`src/rtl/i4_ctx_writeback.sv`:
```
// Collects the sixteen reconstructed 4x4 luma sub-blocks of a macroblock, keeps its
// right column / bottom row / corner as neighbour context and writes the bottom row out.
module i4_ctx_writeback #(
  parameter int MBX_W = 10
) (
  input  logic               clk,
  input  logic               rst_n,
  input  logic               start,
  input  logic [MBX_W-1:0]   mb_x,
  input  logic               abort,
  input  logic               blk_valid,
  output logic               blk_ready,
  input  logic [3:0]         blk_i4,
  input  logic [127:0]       blk_data,
  output logic               lb_wr_en,
  input  logic               lb_wr_ready,
  output logic [MBX_W-1:0]   lb_wr_addr,
  output logic [127:0]       lb_wr_data,
  output logic [127:0]       ctx_left,
  output logic [7:0]         ctx_corner,
  output logic               ctx_valid,
  output logic               done,
  output logic               err
);

  typedef enum logic [1:0] {S_IDLE, S_COLLECT, S_WRITE, S_DONE} state_t;

  state_t             state_q, state_d;
  logic [3:0]         cnt_q, cnt_d;
  logic [MBX_W-1:0]   mbx_q, mbx_d;
  logic [127:0]       left_q, left_d;
  logic [127:0]       bot_q, bot_d;
  logic [7:0]         corner_q, corner_d;
  logic               ctx_valid_q, ctx_valid_d;
  logic               err_q, err_d;

  logic               xfer;
  logic               wr_acc;
  logic [1:0]         bx, by;
  logic [6:0]         left_lsb, bot_lsb;
  logic               blk_unused;

  // abort wins over any coincident handshake
  assign xfer     = (state_q == S_COLLECT) && blk_valid && !abort;
  assign wr_acc   = (state_q == S_WRITE) && lb_wr_ready && !abort;
  assign bx       = cnt_q[1:0];
  assign by       = cnt_q[3:2];
  assign left_lsb = {by, 5'b0};
  assign bot_lsb  = {bx, 5'b0};
  assign blk_unused = ^blk_data;

  always_ff @(posedge clk or negedge rst_n) begin
    if (!rst_n) begin
      state_q     <= S_IDLE;
      cnt_q       <= '0;
      mbx_q       <= '0;
      left_q      <= '0;
      bot_q       <= '0;
      corner_q    <= '0;
      ctx_valid_q <= 1'b0;
      err_q       <= 1'b0;
    end else begin
      state_q     <= state_d;
      cnt_q       <= cnt_d;
      mbx_q       <= mbx_d;
      left_q      <= left_d;
      bot_q       <= bot_d;
      corner_q    <= corner_d;
      ctx_valid_q <= ctx_valid_d;
      err_q       <= err_d;
    end
  end

  always_comb begin
    state_d = state_q;
    if (abort) begin
      state_d = S_IDLE;
    end else begin
      case (state_q)
        S_IDLE:    if (start) state_d = S_COLLECT;
        S_COLLECT: if (xfer && cnt_q == 4'd15) state_d = S_WRITE;
        S_WRITE:   if (lb_wr_ready) state_d = S_DONE;
        S_DONE:    state_d = S_IDLE;
        default:   state_d = S_IDLE;
      endcase
    end
  end

  always_comb begin
    cnt_d       = cnt_q;
    mbx_d       = mbx_q;
    left_d      = left_q;
    bot_d       = bot_q;
    corner_d    = corner_q;
    ctx_valid_d = ctx_valid_q;
    err_d       = err_q;
    if (abort) begin
      cnt_d = '0;
    end else if (state_q == S_IDLE && start) begin
      cnt_d       = '0;
      err_d       = 1'b0;
      ctx_valid_d = 1'b0;
      mbx_d       = mb_x;
    end else if (xfer) begin
      cnt_d = cnt_q + 4'd1;
      // placement follows the internal count; a wrong index only flags err
      if (blk_i4 != cnt_q) err_d = 1'b1;
      if (bx == 2'd3)
        left_d[left_lsb +: 32] = {blk_data[127:120], blk_data[95:88],
                                  blk_data[63:56], blk_data[31:24]};
      if (by == 2'd3)
        bot_d[bot_lsb +: 32] = blk_data[127:96];
      if (cnt_q == 4'd15)
        corner_d = blk_data[127:120];
    end else if (wr_acc) begin
      ctx_valid_d = 1'b1;
    end
  end

  always_comb begin
    blk_ready  = (state_q == S_COLLECT);
    lb_wr_en   = (state_q == S_WRITE) && !abort;
    done       = (state_q == S_DONE) && !abort;
    lb_wr_addr = mbx_q;
    lb_wr_data = bot_q;
    ctx_left   = left_q;
    ctx_corner = corner_q;
    ctx_valid  = ctx_valid_q;
    err        = err_q;
  end

endmodule

```
`config.mk`:
```
export PLATFORM = sky130hd
export DESIGN_NAME = i4_ctx_writeback
export DESIGN_NICKNAME = d
export VERILOG_FILES = /design/src/rtl/i4_ctx_writeback.sv
export SDC_FILE = /design/constraint.sdc
export NUM_CORES = 1
export LEC_CHECK = 0
export ABC_AREA = 1
export CAP_MARGIN = 40
export CORE_MARGIN = 3
export CORE_UTILIZATION = 49
export DETAILED_ROUTE_END_ITERATION = 16
export GPL_TIMING_DRIVEN = 0
export PLACE_DENSITY_LB_ADDON = 0.12
export REMOVE_ABC_BUFFERS = 1
export SETUP_SLACK_MARGIN = 0.5
export SKIP_LAST_GASP = 1
export SLEW_MARGIN = 20
export SYNTH_ARGS = -nofsm -noshare
export SYNTH_HDL_FRONTEND = slang
export SYNTH_SLANG_ARGS = --single-unit
```
`constraint.sdc`:
```
create_clock -name clk -period 3.2 [get_ports clk]
set_input_delay 0.64 -clock clk [delete_from_list [all_inputs] [get_ports clk]]
set_output_delay 0.64 -clock clk [all_outputs]
set_load 0.005 [all_outputs]
```
* After elaboration in Yosys (flattened, before gate mapping)
Index checks and enable logic that the tools add are counted. Widths: inputs -> output; s select.
Storage, ports and cells: register bits after elaboration 282, output and inout port bits 279
Operators by class: shift-type cells 4, bitwise operators 2, equality and inequality tests 11, mux-type cells 16, reduce and logical (&&, ||, !) cells 21, $add $sub $neg 3
Operators with widths (number):
- $bwmux 128 | 2
- $shift 32x9->128 const A | 2
- $shiftx 32x9->128 | 2
- $neg 7->9 | 2
- $mux 4 | 3
- $reduce_and 4->1 | 3
- $reduce_and 3->1 | 3
- $eq 2x2->1 const B | 4
- $logic_and 1x1->1 | 8
- $mux 2 | 4
- $pmux 2 s4 | 1
- $mux 1 | 6
- $ne 3x3->1 const B | 2
- $reduce_bool 2->1 | 3
- $add 4x1->4 const B | 1
- $eq 4x4->1 const B | 1
- $ne 4x4->1 | 1
- $ne 3x2->1 const B | 1
- $reduce_bool 3->1 | 1
- $eq 2x1->1 const B | 1
- $logic_not 2->1 | 1
- $ne 2x1->1 const B | 1
- $not 1->1 | 2
- $reduce_and 2->1 | 1
- $logic_not 1->1 | 1

* Depth between registers and ports, before layout
Gate-level depths: netlist (run 1).
depth in word-level cells 7, mapped depth 11

* Least setup slack after synthesis (run 1)
Ideal clock, no wire load.
path type flip-flop to flip-flop, start point register cnt_q[0], end point register bot_q[56], in the netlist lb_wr_data[56], buffers on the path 3, cell stages (with the launch flop) 10, library setup time 121 ps, clock period less this slack 2022 ps, slack 1178 ps, data required time 3079 ps, arrival 1901 ps, path through dfrtp_1 > inv_2 > buf_1 > ha_1 > nand2_1 > buf_2 > clkbuf_1 > nor3_1 > nand2_1 > nand2_1
Between the ends: word-level cells in the longest chain between the ends 3
Ends and longest elaborated chain:
- from (decl) | RTL line 29 | logic [3:0] cnt_q, cnt_d;
- from (signal assigned) | RTL line 64 | cnt_q <= cnt_d;
- $neg 7->9 * | RTL line 112 | bot_d[bot_lsb +: 32] = blk_data[127:96];
- $shiftx 32x9->128 / $shift 32x9->128 (equally long branches) | RTL line 112
- $bwmux 128 * | RTL line 112
- to (signal assigned) | RTL line 67 | bot_q <= bot_d;
- to (decl) | RTL line 32 | logic [127:0] bot_q, bot_d;
Every way passes the cells marked *; elsewhere a longest branch is shown, timed or not. A chain may end at the register's enable or synchronous reset.

* Final worst setup path (run 1)
start point register state_q[0], end point output lb_wr_en
Between the ends: word-level cells in the longest chain between the ends 2
Ends and longest elaborated chain:
- from (decl) | RTL line 28 | state_t state_q, state_d;
- from (signal assigned) | RTL line 63 | state_q <= state_d;
- $eq 2x2->1 | RTL line 122 | lb_wr_en = (state_q == S_WRITE) && !abort;
- $logic_and 1x1->1 | RTL line 122
- to (decl) | RTL line 15 | output logic lb_wr_en,
Every way passes these cells.

==> results of run 1 <==
## layer usage
metal	GRT usage [%]	part of all wire, %	vias up	routed length [um]
met5	0	0	-	0
met4	8.73	2.9	0	1170
met3	7.78	9.1	74	3700
met2	49.0	48	467	19600
met1	38.0	40	5418	16200
li1	-	-	5339	-
## how the worst max path moves through the flow
stage,depth (start not counted),end,slack [ns]
6_report,5,lb_wr_en,0.61
5_1_grt,9,ctx_left[100],0.50
4_1_cts,9,ctx_left[126],0.50
3_5_place_dp,9,lb_wr_data[20],-0.05
3_3_place_gp,1,lb_wr_data[101],-11.01
2_1_floorplan,7,lb_wr_data[120],0.15
## cell type report
class	instances	area share, %
well taps	324	2.33
clock buffers	46	5.13
flip-flops and latches	282	40.6
inverters	64	1.51
repair buffers	375	23.0
multi-input cells	1009	26.9
clock inverters	5	0.454
## per-stage QoR
stage / area (um^2) / util (%) / setup slack (ns) / power (mW) / std cells
5_1_grt: 17400 / 70.4 / 0.498 / 8.58 / 2105
3_3_place_gp: 15900 / 64.3 / -11.01 / 4.75 / 2031
2_1_floorplan: 11900 / - / 0.154 / 4.21 / 1353
3_5_place_dp: 16200 / 65.8 / -0.0501 / 4.84 / 2045
4_1_cts: 17300 / 70.0 / 0.501 / 8.31 / 2100
6_report: 17400 / 70.4 / 0.612 / 8.27 / 2105
## power breakdown
| group | internal [mW] | switching [mW] | leakage, nW |
|---|---|---|---|
| registers | 3.66 | 0.0733 | 3.92 |
| clock network | 2.06 | 1.41 | 0.476 |
| logic | 0.431 | 0.639 | 3.87 |
## what timing repair did
item                                    in CTS  in global routing
hold endpoints to repair                     5                  0
hold buffers                                 1                  0
endpoints found under the setup margin     196                123
gates resized for setup                      8                  6
pin swaps                                    3                  1
gates cloned                                 2                  0
buffers inserted                             1                  3
## critical path, stage by stage (launching register included)
cell and delay (ns):
dfrtp_1 0.42, inv_1 0.12, ha_2 0.21, inv_1 0.04
nor2_1 0.08, clkdlybuf4s50_1 0.52
## state kept, by name (all words and copies together) (netlist names)
name / count
cnt_q: 4
lb_wr_data: 128
lb_wr_addr: 10
state_q: 2
ctx_left: 128
ctx_valid: 1
ctx_corner: 8
err: 1
## layout by cell type (no fill, tap or decap), types with 3 or more instances in the layout
cell type and instances:
nand2_4 5, buf_8 3, inv_4 4, clkbuf_16 31, nand2_1 500, clkdlybuf4s50_1 352, nand4_1 28, o21ai_1 124
buf_16 11, inv_1 51, clkbuf_8 6, o21ai_0 81, nand3b_1 7, buf_12 4, nand3_1 109, nor2_4 11
nor2_1 62, nand2_2 4, ha_1 11, clkbuf_1 9, inv_2 5, dfrtp_1 280, nor3_1 57
## cell families after synthesis
group	Yosys count
xor gates and xnor gates	1
AOI/OAI and AO/OA	206
adders and majority gates	14
and+or+nand+nor	786
DFF	282
buffers and inverters	164
==> qor.txt, run 1 <==
most common cell in the netlist - nand2_1
# diodes - 0
routed vias - 11,298
Initial Utilization - 50.6%
Sink Count - 282
hold slack - 0.469 ns
Reg-to-Reg Start - cnt_q[2]
die area - 27,400 um^2
worst r2r path cells - 9
Total GRT Usage - 29.4%
P per Cell Area - 476 nW/um^2
Synth area leaders - dfrtp_1 (57%), nand2_1 (15%), o21ai_1 (5.0%), nand3_1 (4.5%), o21ai_0 (3.2%)
multiplexer share of the synthesized area - 0%
largest family of logic cells by synthesized area - simple AND/OR/NAND/NOR gates
Post-Route WL - 40.7 mm
TritonCTS buffer count - 30
terminus of the critical flop-to-flop path - ctx_left[126]
Worst Hold End - ctx_left[27]
post-synthesis compound-gate area fraction - 8.27%
Post-Synth Adder-Cell Area - 1.40%
Max Buffers Root-to-Sink - 3
outcome - complete, no violations
Hold Path Class - reg -> reg
Worst-Margin Slew - 0.867 ns
Final period util - 80.9%
CP Launch Type - register
register bit total from synthesis - 282
vias in the first global route - 11,196
Core ar. - 24,700 um^2
EDFF count, synth - 0
Slew Limit Fails - 0
yosys warns - 0
multi-input combinational cell area - 4670 um^2
die width - 166 um
Worst Setup SP - state_q[0]
Crit Path Class - reg -> out
slew margin rel. - 42.0%
CTS tree - done
DRC Markers - 0
Peak supply drop - 412 uV
Post-Syn Instances - 1,453
Layout area overhead - 39.3%
Initial DRC Count - 1,060
number of distinct library cells after synthesis - 27
initial antenna violation count - 0
dominant cell type by area after synthesis - dfrtp_1
NumNets Final - 1,924
row cnt - 57
reg-to-reg slack, setup - 0.66 ns
hold path startpoint - ctx_left[27]
Post-synth top cells - nand2_1 (501), dfrtp_1 (282), o21ai_1 (124)
simple-gate share of the synthesized area - 27.2%
post-synthesis sequential area ratio - 56.6%
H-tree lvl count - 1
arrival time at the worst endpoint - 1.95 ns
Placer Congestion - 0.791
dpl hpwl - 26.1 mm
post-synthesis instance area - 12,500 um^2
Post-synth top flop - dfrtp_1
Async SR Flop Fraction - 100%
global-route wire length before repair - 63.7 mm
crit-path max FO - 4
Clk pin slew, worst setup/hold paths - 0.06 ns
Congestion Overflow GR - 0
setup TNS - 0 ns
Final ANT Viol Nets - 0
Peak Freq - 386 MHz
final setup skew - 0.00996 ns
RSZ-0062 raised after global routing - true
die height - 166 um
CP Capture Type - primary output
hold violation count in the final report - 0
worst skew pair latency - 0.55 ns
CP required - 2.56 ns
synthesized area per cell - 8.59 um^2
hold path cells - 2
FF+latch area - 7060 um^2
Port Buffers - 354
pin count of the biggest net entering global routing - 95
number of max-cap violations - 0
DR vias/cell - 5.37
Synth top area share - 56.6%
Synth Area in XOR/XNOR - 0.0702%
Root Driver - clkbuf_16
IO Pins - 427
share of cells above drive strength 1 - 5.84%
Final Critical Period - 2.59 ns
final setup vio count - 0
Filler Cells Inserted - 2,026
static leakage - 8.26 nW
Detailed Routing Iterations Pass 1 - 5
routed len/inst - 19.3 um
(Power assumes the default switching activity.)
==> run 2: changes to the inputs <==
--- a/config.mk
+++ b/config.mk
@@ -8,7 +8,7 @@
 export ABC_AREA = 1
 export CAP_MARGIN = 40
 export CORE_MARGIN = 3
-export CORE_UTILIZATION = 49
+export CORE_UTILIZATION = 46
 export DETAILED_ROUTE_END_ITERATION = 16
 export GPL_TIMING_DRIVEN = 0
 export PLACE_DENSITY_LB_ADDON = 0.12
==> constraint.sdc (replaced) <==
create_clock -name clk -period 2.7 [get_ports clk]
set_input_delay 0.54 -clock clk [delete_from_list [all_inputs] [get_ports clk]]
set_output_delay 0.54 -clock clk [all_outputs]
set_load 0.005 [all_outputs]
==> qor.txt, run 2 (same netlist as run 1, synthesis figures left out) <==
Worst Hold End - lb_wr_addr[6]
Max Buffers Root-to-Sink - 3 (unchanged)
die width - 171 um (+3.1%)
Congestion Overflow GR - 0 (unchanged)
DRC Markers - 0 (unchanged)
TritonCTS buffer count - 30 (unchanged)
arrival time at the worst endpoint - 2.58 ns (+0.63 ns)
hold path startpoint - lb_wr_addr[6]
static leakage - 8.43 nW (+2.0%)
met1 GRT Util - 36.6% (-1.3 points)
Post-Route WL - 42.2 mm (+3.8%)
Final period util - 78.1%
setup TNS - 0 ns (unchanged)
die area - 29,100 um^2 (+6.3%)
vias in the first global route - 11,301 (+0.94%)
pin count of the biggest net entering global routing - 86 (-9.5%)
initial antenna violation count - 0 (unchanged)
most frequent cells in the layout - nand2_1 (500), clkdlybuf4s50_1 (349), dfrtp_1 (279)
GR Util met3 - 8.11% (+0.33 points)
slew margin rel. - 49.2% (+7.2 points)
hold path cells - 2 (unchanged)
Filler Cells Inserted - 2,207 (+8.9%)
die height - 171 um (+3.1%)
Slew Limit Fails - 0 (unchanged)
row cnt - 59 (+3.5%)
met2 Use GR - 46.2% (-2.8 points)
NumNets Final - 1,945 (+1.1%)
routed len/inst - 19.7 um (+2.1%)
worst skew pair latency - 0.54 ns (about the same)
final worst slack - 0.591 ns (-0.0214 ns)
Worst path most repeated cell - inv_1
most common cell after layout, fill and taps aside - nand2_1
Crit Path Class - reg -> reg
dpl hpwl - 26.3 mm (+0.60%)
Hold Path Class - reg -> reg
terminus of the critical flop-to-flop path - lb_wr_data[124]
Initial Utilization - 47.3% (-3.2 points)
Max stage delay on crit path - 0.57 ns (+0.05 ns)
Clk pin slew, worst setup/hold paths - 0.06 ns (about the same)
Root Driver - clkbuf_16
Port Buffers - 354 (unchanged)
Final Critical Period - 2.11 ns
post-route insts no fill - 2,140 (+1.7%)
# diodes - 0 (unchanged)
busiest grt layer - met2
Post-Place Cells - 2,056 (+0.54%)
P per Cell Area - 565 nW/um^2 (+19%)
DR vias/cell - 5.35 (-0.27%)
Peak Freq - 474 MHz
routed vias - 11,455 (+1.4%)
Layout area overhead - 42.2%
Total GRT Usage - 28.2% (-1.3 points)
Sink Count - 282 (unchanged)
multi-input combinational cell area - 4750 um^2 (+1.6%)
share of cells above drive strength 1 - 7.76% (+1.9 points)
CTS tree - done
Final ANT Viol Nets - 0 (unchanged)
crit-path max FO - 40 (+36)
worst path cell trace - inv_16, ha_1, inv_1, nand2_1, nor2_4, inv_1, o21ai_1
Total Power - 10.0 mW (+21%)
CP Capture Type - register
CP Launch Type - register
CP required - 3.17 ns (+0.61 ns)
hold slack - 0.467 ns (-0.00119 ns)
Placer Congestion - 0.815 (+3.1%)
Worst-Margin Slew - 0.761 ns (-0.106 ns)
RSZ-0062 raised after global routing - true
IO Pins - 427 (unchanged)
outcome - complete, no violations
hold violation count in the final report - 0 (unchanged)
reg-to-reg slack, setup - 0.59 ns (-0.07 ns)
global-route wire length before repair - 65.1 mm (+2.1%)
Initial DRC Count - 1,023 (-3.5%)
Worst path slowest cell - dfrtp_4
Reg-to-Reg Start - cnt_q[0]
H-tree lvl count - 1 (unchanged)
FF+latch area - 7060 um^2 (about the same)
number of max-cap violations - 0 (unchanged)
final setup skew - 0.00823 ns (-0.00173 ns)
final setup vio count - 0 (unchanged)
pre-CTS setup slack - -0.651 ns (-0.600 ns)
Detailed Routing Iterations Pass 1 - 5 (unchanged)
Peak supply drop - 456 uV (+11%)
Core ar. - 26,400 um^2 (+6.8%)
worst r2r path cells - 7 (-2)
==> run 2: cell count changes in the layout (fill, tap and decap cells not counted), sizes merged, moves of 2 or more <==
cell	before	now
clkinv	4	8
clkbuf	46	48
dlygate4sd2	0	2
nor2	75	77
buf	21	39
clkdlybuf4s50	352	349
==> run 2: how the worst max path moves through the flow <==
stage          startpoint         endpoint  slack (ns)  depth (start not counted)
6_report         cnt_q[0]  lb_wr_data[124]        0.59                          7
5_1_grt        state_q[0]   lb_wr_data[51]        0.47                         11
4_1_cts        state_q[1]         lb_wr_en        0.52                          5
3_5_place_dp     cnt_q[0]  lb_wr_data[120]       -0.65                          7
3_3_place_gp        rst_n  lb_wr_data[102]      -11.35                          1
2_1_floorplan    cnt_q[0]  lb_wr_data[120]       -0.35                          7
==> run 2: layout make-up <==
class / count / area share, %
clock buffer: 45 / 5.23
clock inverter: 9 / 0.557
inverter: 64 / 1.65
multi-input combinational: 1011 / 26.8
sequential: 282 / 39.8
tap: 335 / 2.36
timing repair buffer: 394 / 23.6
==> run 2: repair_timing <==
item / in CTS / in global routing
endpoints found under the setup margin: 278 / 147
cloned: 4 / 1
hold endpoints to repair: 61 / 0
buffers inserted: 20 / 4
hold buffers: 1 / 0
pin swaps: 10 / 4
resized for setup: 35 / 8
==> run 2: metrics by stage <==
step                      util [%]  instance area, um^2
after floorplan                  -                11900
after global placement        60.2                15900
after detailed placement      61.7                16300
after CTS                     67.1                17700
after global routing          67.3                17700
final                         67.3                17700
==> run 2: critical path, delay by kind of cell, from the launching register on <==
kind / cells / cell delay (ns)
AOI/OAI and AO/OA: 1 / 0.17
adders and majority gates: 1 / 0.31
buffers and inverters: 3 / 0.50
DFF: 1 / 0.57
and+or+nand+nor: 2 / 0.48
==> run 2: metal layers <==
| layer | up-vias | part of all wire, % |
|---|---|---|
| li1 | 5377 | - |
| met1 | 5529 | 40 |
| met5 | - | 0 |
| met2 | 466 | 48 |
| met3 | 83 | 9.6 |
| met4 | 0 | 2.7 |
==> run 2: power breakdown <==
| part | internal [mW] | switching, mW | total (mW) |
|---|---|---|---|
| combinational | 0.552 | 0.801 | 1.35 |
| clock | 2.55 | 1.71 | 4.26 |
| sequential | 4.33 | 0.0767 | 4.41 |
==> run 3: changes to the inputs <==
==> constraint.sdc (replaced) <==
create_clock -name clk -period 2 [get_ports clk]
set_input_delay 0.4 -clock clk [delete_from_list [all_inputs] [get_ports clk]]
set_output_delay 0.4 -clock clk [all_outputs]
set_load 0.005 [all_outputs]
==> qor.txt, run 3 (same netlist as run 1, synthesis figures left out) <==
Total GRT Usage - 34.5% (+6.4 points)
Detailed Routing Iterations Pass 1 - 5 (unchanged)
CTS tree - done
Net Sw Frac - 27.3% (+1.5 points)
CP delay by family, top - simple AND/OR/NAND/NOR gates
reg-to-reg slack, setup - -0.007 ns (-0.60 ns)
crit-path max FO - 13 (-68%)
most common cell after layout, fill and taps aside - nand2_1
arrival time at the worst endpoint - 2.49 ns (-0.09 ns)
design area - 20,500 um^2 (+16%)
Congestion Overflow GR - 0 (unchanged)
pin count of the biggest net entering global routing - 86 (unchanged)
crit path buf inv count - 4 (+1)
DR vias/cell - 5.82 (+8.8%)
Clk pin slew, worst setup/hold paths - 0.07 ns (about the same)
Final ANT Viol Nets - 0 (unchanged)
CP Launch Type - register
routed vias - 13,174 (+15%)
Initial Utilization - 47.3% (unchanged)
Slew Limit Fails - 0 (unchanged)
final setup vio count - 1 (+1)
RSZ-0062 raised after global routing - true
vias in the first global route - 12,735 (+13%)
Int Pwr - 10.3 mW (+38%)
static leakage - 9.67 nW (+15%)
Peak Freq - 498 MHz (+5.1%)
Peak supply drop - 636 uV (+40%)
routed len/inst - 24.5 um (+24%)
combinational fraction of design power - 16.5% (+3.0 points)
Crit Path Class - reg -> reg
Final period util - 100% (+22 points)
metal3 WL - 6.17 mm (+52%)
share of cells above drive strength 1 - 22.2% (+14 points)
DRC Markers - 0 (unchanged)
final worst slack - -0.00708 ns (-0.598 ns)
Max stage delay on crit path - 0.42 ns (-0.15 ns)
pre-CTS setup slack - -1.35 ns (-0.700 ns)
Post-Route WL - 55.5 mm (+31%)
DR top layer - met4
Port Buffers - 354 (unchanged)
row cnt - 59 (unchanged)
worst skew pair latency - 0.55 ns (about the same)
TritonCTS buffer count - 30 (unchanged)
hold slack - -0.216 ns (-0.683 ns)
dpl hpwl - 26.3 mm (unchanged)
Sink Count - 282 (unchanged)
H-tree lvl count - 1 (unchanged)
hold violation count in the final report - 61 (+61)
Max Buffers Root-to-Sink - 3 (unchanged)
IO Pins - 427 (unchanged)
global-route wire length before repair - 77.6 mm (+19%)
number of max-cap violations - 0 (unchanged)
failing checks - hold timing, setup timing
outcome - complete, but fails checks
Root Driver - clkbuf_16
die height - 171 um (unchanged)
initial antenna violation count - 0 (unchanged)
clock share of power - 41.3% (-1.2 points)
die area - 29,100 um^2 (unchanged)
switching power - 3.85 mW (+49%)
Placer Congestion - 0.815 (unchanged)
Worst-Margin Slew - 0.674 ns (-0.0868 ns)
P per Cell Area - 688 nW/um^2 (+22%)
Routed met2 length - 26.5 mm (+32%)
dpl cell area - 16,300 um^2 (unchanged)
Layout area overhead - 64.3%
CP Capture Type - register
most frequent cells in the layout - nand2_1 (414), clkdlybuf4s50_1 (317), dfrtp_1 (279)
CP required - 2.48 ns (-0.69 ns)
Flop pwr share - 42.2% (-1.8 points)
M1 wire length - 19.8 mm (+17%)
Final Critical Period - 2.01 ns (-0.102 ns)
# diodes - 0 (unchanged)
NumNets Final - 2,067 (+6.3%)
Hold Path Class - in -> async
final setup skew - 0.0149 ns (+0.00669 ns)
worst path cell trace - buf_6, ha_4, nand2_8, buf_12, nor2_8, nand2_8, buf_16, nor2_4, buf_12, nand2_1, nand2_1
Core ar. - 26,400 um^2 (unchanged)
Initial DRC Count - 1,615 (+58%)
slew margin rel. - 55.0% (+5.8 points)
die width - 171 um (unchanged)
Worst path slowest cell - dfrtp_1
-- run 3: cell count changes in the layout (fill, tap and decap cells not counted), sizes merged, moves of 3 or more --
cell           change
buf               +94
clkdlybuf4s50     -32
dlygate4sd2       +26
nand2             +16
inv                +7
clkbuf             +4
bufbuf             +3
clkinv             +3
-- run 3: per-layer routing --
metal  global-route usage [%]  vias to the layer above
li1                         -                     5670
met1                     44.0                     6438
met2                     57.7                      866
met3                     8.02                      200
met4                     13.1                        0
met5                        0                        -
-- run 3: worst register-to-register path: cells and delay by family, from the launching register on --
kind	cells	cell delay, ns
AND/OR/NAND/NOR	6	0.72
buffers and inverters	4	0.64
flip-flops	1	0.42
adder cells (fa/ha/maj)	1	0.17
-- run 3: through the flow --
stage,power (mW),hold WS (ns),util [%],TNS [ns],instances
2_1_floorplan,6.74,0.104,-,-184.23,1353
3_3_place_gp,7.60,0.454,60.2,-3935.08,2042
3_5_place_dp,7.76,0.366,61.7,-238.38,2056
4_1_cts,14.0,-0.215,74.2,0,2231
5_1_grt,14.5,-0.199,77.8,-0.110,2262
6_report,14.1,-0.216,77.8,-0.00708,2262
-- run 3: timing repair --
| action | in CTS | in global routing |
|---|---|---|
| resized for setup | 237 | 179 |
| setup buffers | 80 | 17 |
| endpoints found under the setup margin | 559 | 559 |
| pin swaps | 59 | 24 |
| cloned | 41 | 14 |
| endpoints found under the hold margin | 61 | 61 |
-- run 3: final timing paths --
| path | endpoint | start | depth (start not counted) |
|---|---|---|---|
| max in group asynchronous | lb_wr_data[11] | rst_n | 3 |
| setup reg to reg | lb_wr_data[2] | state_q[0] | 11 |
| min in group clk | lb_wr_addr[7] | mb_x[7] | 3 |
| hold / removal | ctx_left[52] | rst_n | 1 |
| hold reg to reg | lb_wr_addr[6] | lb_wr_addr[6] | 2 |
| setup / recovery | lb_wr_data[2] | state_q[0] | 11 |
-- run 3: cell type report --
class,count,area (um^2)
clock buffers,45,928
inverters,64,380
clock inverters,9,98.8
flip-flops and latches,282,7060
repair buffers,488,5640
repair inverters,11,149
fillers,1765,5860
multi-input cells,1028,5820
well taps,335,419
-- run 3: power groups by stage --
| stage | Clock (mW) | Combinational (mW) | Sequential [mW] |
|---|---|---|---|
| CTS | 5.82 | 2.19 | 5.94 |
| global placement | 0 | 1.53 | 6.08 |
| global route | 6.10 | 2.46 | 5.97 |
| detailed placement | 0 | 1.68 | 6.08 |
| finish | 5.83 | 2.33 | 5.95 |
| floorplan | 0 | 0.675 | 6.06 |
